File: src/rtl/ysyx_25030093_pkg.sv
// Shared types and constants for the ysyx_25030093 core.
package ysyx_25030093_pkg;

  typedef enum logic [1:0] {
    IDLE = 2'd0,
    REQ  = 2'd1,
    RESP = 2'd2,
    HOLD = 2'd3
  } ifu_state_e;

  localparam logic [1:0] RESP_OKAY = 2'b00;

endpackage

File: src/rtl/ysyx_25030093_ifu.sv
// Instruction fetch unit: one outstanding read per committed pc, result held for the IDU.
// Optional macro YSYX_25030093_IFU_ALIGN_CHECK_EN faults misaligned pcs without a bus access.
//
// state | meaning
// IDLE  | waiting for a committed pc (or the boot fetch after reset)
// REQ   | arvalid high, read address presented
// RESP  | rready high, waiting for read data
// HOLD  | out_valid high, instruction held until IDU accepts
module ysyx_25030093_ifu
  import ysyx_25030093_pkg::*;
#(
  parameter logic [31:0] NOP_INST = 32'h00000013
) (
  input  logic        clk,
  input  logic        rst,
  input  logic [31:0] pc,
  input  logic        in_valid_WBU,
  output logic        arvalid,
  output logic [31:0] araddr,
  input  logic        arready,
  input  logic        rvalid,
  input  logic [31:0] rdata,
  input  logic [1:0]  rresp,
  output logic        rready,
  output logic        out_valid,
  input  logic        out_ready,
  output logic [31:0] inst,
  output logic [31:0] inst_pc,
  output logic        fault
);

  ifu_state_e state;
  logic       boot;

  always_ff @(posedge clk) begin
    if (!rst) begin
      state     <= IDLE;
      boot      <= 1'b1;
      arvalid   <= 1'b0;
      rready    <= 1'b0;
      out_valid <= 1'b0;
      fault     <= 1'b0;
      inst      <= NOP_INST;
      inst_pc   <= 32'h0;
      araddr    <= 32'h0;
    end else begin
      case (state)
        IDLE: begin
          // boot and a coinciding pulse collapse into the same single fetch
          if (boot || in_valid_WBU) begin
            boot    <= 1'b0;
            inst_pc <= pc;
`ifdef YSYX_25030093_IFU_ALIGN_CHECK_EN
            if (pc[1:0] != 2'b00) begin
              state     <= HOLD;
              out_valid <= 1'b1;
              fault     <= 1'b1;
              inst      <= NOP_INST;
            end else begin
              state   <= REQ;
              arvalid <= 1'b1;
              araddr  <= pc;
            end
`else
            state   <= REQ;
            arvalid <= 1'b1;
            araddr  <= pc;
`endif
          end
        end
        REQ: begin
          if (arready) begin
            arvalid <= 1'b0;
            rready  <= 1'b1;
            state   <= RESP;
          end
        end
        RESP: begin
          if (rvalid) begin
            rready    <= 1'b0;
            out_valid <= 1'b1;
            state     <= HOLD;
            if (rresp != RESP_OKAY) begin
              fault <= 1'b1;
              inst  <= NOP_INST;
            end else begin
              fault <= 1'b0;
              inst  <= rdata;
            end
          end
        end
        HOLD: begin
          if (out_ready) begin
            out_valid <= 1'b0;
            state     <= IDLE;
          end
        end
        default: state <= IDLE;
      endcase
    end
  end

endmodule

File: config.mk
export PLATFORM = sky130hd
export DESIGN_NAME = ysyx_25030093_ifu
export DESIGN_NICKNAME = d
export VERILOG_FILES = /design/src/rtl/ysyx_25030093_pkg.sv /design/src/rtl/ysyx_25030093_ifu.sv
export SDC_FILE = /design/constraint.sdc
export NUM_CORES = 1
export LEC_CHECK = 0
export BUFFER_PORTS_ARGS = -buffer_cell sky130_fd_sc_hd__buf_2
export CAP_MARGIN = 20
export CORE_ASPECT_RATIO = 0.8
export CORE_MARGIN = 4
export CORE_UTILIZATION = 38
export DETAILED_ROUTE_END_ITERATION = 8
export GPL_ROUTABILITY_DRIVEN = 0
export GPL_TIMING_DRIVEN = 0
export PLACE_DENSITY = 0.71
export SLEW_MARGIN = 5
export SYNTH_ARGS = -nofsm -noshare
export SYNTH_HDL_FRONTEND = slang
export SYNTH_SLANG_ARGS = --single-unit
File: constraint.sdc
create_clock -name clk -period 2.5 [get_ports clk]
set_clock_uncertainty 0.15 [all_clocks]
set_input_delay 0.25 -clock clk [delete_from_list [all_inputs] [get_ports clk]]
set_output_delay 0.25 -clock clk [all_outputs]
set_load 0.01 [all_outputs]
==> flow_summary.ini, run 1 <==
[logic_synthesis]
synth_area_um2 = 2980
synth_most_common_cell = nand2_1
ys_types = 29
yosysTopAreaCellShare_pct = 47.7
yosysTopAreaCell = dfxtp_1
ys_warn_count = 0
seq_area_frac_synth_pct = 47.7
synthTopCellsByCount = 73 x nand2_1, 71 x dfxtp_1, 34 x nor2b_1
synthCells = 326
synth-seq-cells = 71
synth-edff-count = 0
avgSynthCellArea_um2 = 9.13
synth-main-ff-cell = dfxtp_1
synthTopCellsByArea = dfxtp_1 48%, nand2_1 9.2%, buf_4 8.1%
syn-num-nets = 403
synthArstFlopShare_pct = 0

[die]
dieArea_um2 = 9330
num_io_pins = 172
fp.dieH_um = 87.2
coreArea_um2 = 7500
initial_core_util_pct = 39.7
rows = 28
die_x_um = 107

[worst_setup_path]
cp-start-kind = register
path_buf_inv = 2
crit_arrival_ps = 1930
crit_start = state[0]
cpLargestDelayFamily = compound AO/OA/AOI/OAI gates
cp_slowest_cell = dfxtp_1
path_cells = inv_1 > ha_1 > o21ai_1 > buf_2 > nand2_1 > a21boi_1
crit_path_end_kind = register
cp.required_ps = 2610
cp_max_fo = 10
r2r_start = state[0]
max_stage_delay_ps = 380
path_class = register to register

[finish]
nFillCells = 688
regArea_um2 = 1420
instances_no_fill = 656
syn_to_final_growth_pct = 53.0
layout-drive-gt1-share_pct = 41.9
antenna_cells = 0
multiInputGateArea_um2 = 1210
nNetsFinal = 623

[timing]
finalSetupViolations = 0
hold_viol = 0
rsz0062_at_grt = no
finalSetupTns_ps = 0
period_minus_slack_ps = 1820
tightestPinTransition_ps = 511
slew_headroom_pct = 65.9
timing.final.crit_share_pct = 72.9
slew_viol_final = 0
max_freq_mhz = 549

[drt]
drtPass1Iterations = 4
ant_nets = 0
remaining_drc_errors = 0
num_vias = 2987
drtIter0Drc = 94
wire_per_inst_um = 13.2
wirelength_um = 8670
drt-vias-per-instance = 4.55

[clock_tree]
cts.clk_slew.worst_paths_ps = 80
htree_levels = 3
cts_resized = 0
cts_tree = done
numCtsBuffers = 9
clockRootBuffer = clkbuf_8
cts_buffer_depth = 2
clk_latency_ps = 330
cts_sinks = 71

[hold_path]
min-delay-start = rdata[3]
hold_path_class = primary input to register

[job]
maxCapViolCount = 0

[global_route]
grt_usage_pct = 18.7
grt_max_degree = 14
grt_pass1_vias = 2923
grt_antenna_before_repair = 0
grt_remaining_overflow = 0
grt_pass1_wl_um = 13900

[pwr]
power.share.sequential_pct = 38.2
p_clk_share_pct = 24.4
leakagePower_uw = 0.00225
cellPowerDensity_nw_per_um2 = 840
switching_share_pct = 34.6
pwr-share-comb_pct = 37.4
ir_drop_uv = 373
switching_power_uw = 1320
internal_power_uw = 2500

[place]
dp.cells = 601
place.port_buffers = 170
dp_hpwl_um = 6010

[outcome]
status = finished clean
stage by stage:
step	total power [µW]	cell area [µm²]	setup slack (ps)	hold slack [ps]	util [%]
after floorplan	2350	2980	886	224	-
after global placement	2830	3960	722	303	52.8
after detailed placement	2860	3960	681	309	52.8
after CTS	3860	4540	634	0.293	60.5
after global routing	4100	4560	477	0.608	60.8
final	3830	4560	678	22.2	60.8
final timing paths:
path	to	slack, ps	depth (start not counted)
min	inst[3]	20	3
max reg2reg	inst_pc[14]	680	6
max	inst_pc[14]	680	6
min reg2reg	inst_pc[5]	320	2
registers in the layout (all words and copies together) (netlist names):
signal,cells
inst_pc,32
fault,1
arvalid,1
boot,1
state,2
inst,32
rready,1
out_valid,1
cells in the final DEF (no fill, tap or decap), types with 4 or more instances in the layout:
cell / Yosys / final
buf_2: 11 / 181
nor2_1: 4 / 4
clkbuf_8: 0 / 10
ha_1: 5 / 5
clkbuf_1: 9 / 9
a21boi_1: 30 / 30
dfxtp_1: 71 / 71
nor2b_1: 34 / 34
nand2_1: 73 / 73
dlygate4sd3_1: 0 / 39
buf_4: 32 / 32
inv_1: 4 / 4
a22oi_1: 29 / 29
power groups by stage:
stage | Clock (µW) | Sequential, µW | Combinational, µW
final | 934 | 1460 | 1430
after global routing | 1030 | 1490 | 1580
after detailed placement | 0 | 1480 | 1380
after CTS | 975 | 1460 | 1430
after global placement | 0 | 1470 | 1360
after floorplan | 0 | 1550 | 799
worst register-to-register path, stage by stage, from the launching register on:
cell and delay (ps):
dfxtp_1 380, inv_1 100, ha_1 290, o21ai_1 290
buf_2 300, nand2_1 80, a21boi_1 160
kinds of logic after synthesis:
family,synth area share [%]
muxes,0.672
AOI/OAI and AO/OA,19.6
buffers and inverters,11.6
adders and majority gates,2.10
and+or+nand+nor,18.3
DFF,47.7
layout make-up:
| cell class | count | area share [%] |
|---|---|---|
| clock inverters | 6 | 1.48 |
| inverters | 4 | 0.330 |
| well taps | 105 | 2.88 |
| repair buffers | 209 | 27.2 |
| flip-flops and latches | 71 | 31.2 |
| multi-input cells | 199 | 26.6 |
| plain buffers | 52 | 7.22 |
| clock buffers | 10 | 3.02 |
routing by layer:
layer	up-vias	share of wire, %	track usage [%]
li1	1496	-	-
met4	0	1.9	5.23
met1	1342	42	21.2
met3	14	9.4	8.30
met5	-	0	0
met2	135	47	32.2
repair_timing:
action                                  in CTS  in global routing
endpoints found under the setup margin       0                  0
setup buffers                                0                  0
endpoints found under the hold margin       37                  2
hold buffers                                37                  2
Note: power is estimated with default switching activity, not from simulation.
==> inputs of run 2 (changes only) <==
clock period = 1.7 ns   (was 2.5 ns; I/O delays follow)
==> run 2 against run 1 <==
- setup slack got worse by 580 ps
- die area is the same
- register-to-register slack worse by 580 ps
- critical path depth decreased by 1
- critical path type unchanged
- critical endpoint is now state[0]
- total power is 50% higher
- first-iteration DRC count grew 7.4%
==> flow_summary.ini, run 2 (same netlist as run 1, synthesis figures left out) <==
[finish]
syn_to_final_growth_pct = 63.5
nFillCells = 636
final_cell_mix = 175 x buf_2, 73 x nand2_1, 69 x dfxtp_1, 65 x dlygate4sd3_1
regArea_um2 = 1430
final_common_cell = buf_2
layout-drive-gt1-share_pct = 41.8
top_regs = inst (32), inst_pc (32), state (2)
antenna_cells = 0
nNetsFinal = 649
multiInputGateArea_um2 = 1240
fin_util_pct = 64.9

[die]
initial_core_util_pct = 39.7
dieArea_um2 = 9330
rows = 28
coreArea_um2 = 7500
num_io_pins = 172
fp.dieH_um = 87.2
die_x_um = 107

[clock_tree]
htree_levels = 3
cts.clk_slew.worst_paths_ps = 70
cts_buffer_depth = 2
numCtsBuffers = 9
cts_tree = done
clockRootBuffer = clkbuf_8
clk_latency_ps = 330
cts_sinks = 71

[worst_setup_path]
reg2reg_depth = 5
r2r-end = state[0]
path_cells = inv_2 > ha_4 > nor2b_1 > a2111oi_4 > mux2i_1
r2r_start = state[0]
path_buf_inv = 1
cp.depth = 5
crit_path_end_kind = register
r2r_slack_ps = 100
cp_max_fo = 7
path_class = register to register
max_stage_delay_ps = 390
cp_slowest_cell = a2111oi_4
cp.required_ps = 1810
cp-start-kind = register
crit_arrival_ps = 1710
cpLargestDelayFamily = compound AO/OA/AOI/OAI gates

[drt]
drt-vias-per-instance = 4.58
wire_per_inst_um = 13.5
ant_nets = 0
num_vias = 3124
drtPass1Iterations = 4
remaining_drc_errors = 0
wirelength_um = 9200
drtIter0Drc = 101

[timing]
max_freq_mhz = 625
timing.final.crit_share_pct = 94.1
setup_ws_ps = 100
holdWs_ps = 93.2
slew_headroom_pct = 65.8
rsz0062_at_grt = no
tightestPinTransition_ps = 513
slew_viol_final = 0
finalSetupViolations = 0
hold_viol = 0
period_minus_slack_ps = 1600

[hold_path]
min-delay-start = in_valid_WBU
hold_depth = 4
hold_path_class = primary input to register
min_to = inst_pc[31]

[place]
place.port_buffers = 170
dp_hpwl_um = 6010
pre_cts_slack_ps = -119

[global_route]
grt_max_degree = 14
grt_antenna_before_repair = 0
grt_remaining_overflow = 0
grt_pass1_wl_um = 14900
grt_usage_pct = 20.1
grt_pass1_vias = 3146

[job]
maxCapViolCount = 0

[pwr]
cellPowerDensity_nw_per_um2 = 1180
leakagePower_uw = 0.00237
ir_drop_uv = 517

[outcome]
status = finished clean
## run 2: changes by cell type in the layout (fill, tap and decap cells not counted), sizes merged
| cell | change |
|---|---|
| buf | -5 |
| clkbuf | +5 |
| dlygate4sd3 | +26 |
## run 2: stage by stage
step	cell area, µm²	cells	setup TNS, ps	power (µW)
5_1_grt	4870	682	0	6150
6_report	4870	682	0	5750
2_1_floorplan	2980	326	0	3450
4_1_cts	4830	682	0	5740
3_3_place_gp	3960	601	-2390	4170
3_5_place_dp	3960	601	-4180	4210
## run 2: final cells by class
class	instances	area share, %
timing repair buffer	235	30.8
sequential	71	29.3
multi-input combinational	199	25.6
buffer	52	7.07
clock buffer	10	2.83
tap	105	2.70
clock inverter	6	1.39
inverter	4	0.308
## run 2: what timing repair did
action / CTS / global route
hold endpoints to repair: 65 / 0
setup buffers: 0 / 0
endpoints found under the setup margin: 54 / 59
hold buffers: 65 / 0
pin swaps: 1 / 0
gates resized for setup: 5 / 13
## run 2: layer usage
| layer | up-vias | share of wire, % | global-route usage, % |
|---|---|---|---|
| li1 | 1546 | - | - |
| met1 | 1419 | 41 | 22.3 |
| met2 | 143 | 49 | 35.6 |
| met3 | 16 | 8.7 | 7.78 |
| met4 | 0 | 2.0 | 6.27 |
| met5 | - | 0 | 0 |
## run 2: worst max-delay path by stage
| stage | startpoint | slack, ps | end |
|---|---|---|---|
| 6_report | state[0] | 100 | state[0] |
| 5_1_grt | state[0] | 10 | inst[2] |
| 4_1_cts | state[0] | 10 | inst[24] |
| 3_5_place_dp | state[0] | -120 | inst_pc[14] |
| 3_3_place_gp | state[0] | -80 | inst_pc[1] |
| 2_1_floorplan | state[1] | 90 | state[0] |
## run 2: tightest hold or removal path: cells and delay by family
kind | cells | cell delay, ps
and+or+nand+nor | 1 | 80
AOI/OAI and AO/OA | 2 | 170
buffers and inverters | 1 | 110
## run 2: report_power, final
group          internal, µW  switching [µW]  leakage, µW  total [µW]
sequential             1950             213     0.000581        2160
combinational          1100            1120      0.00169        2210
clock                   725             651    0.0000993        1380
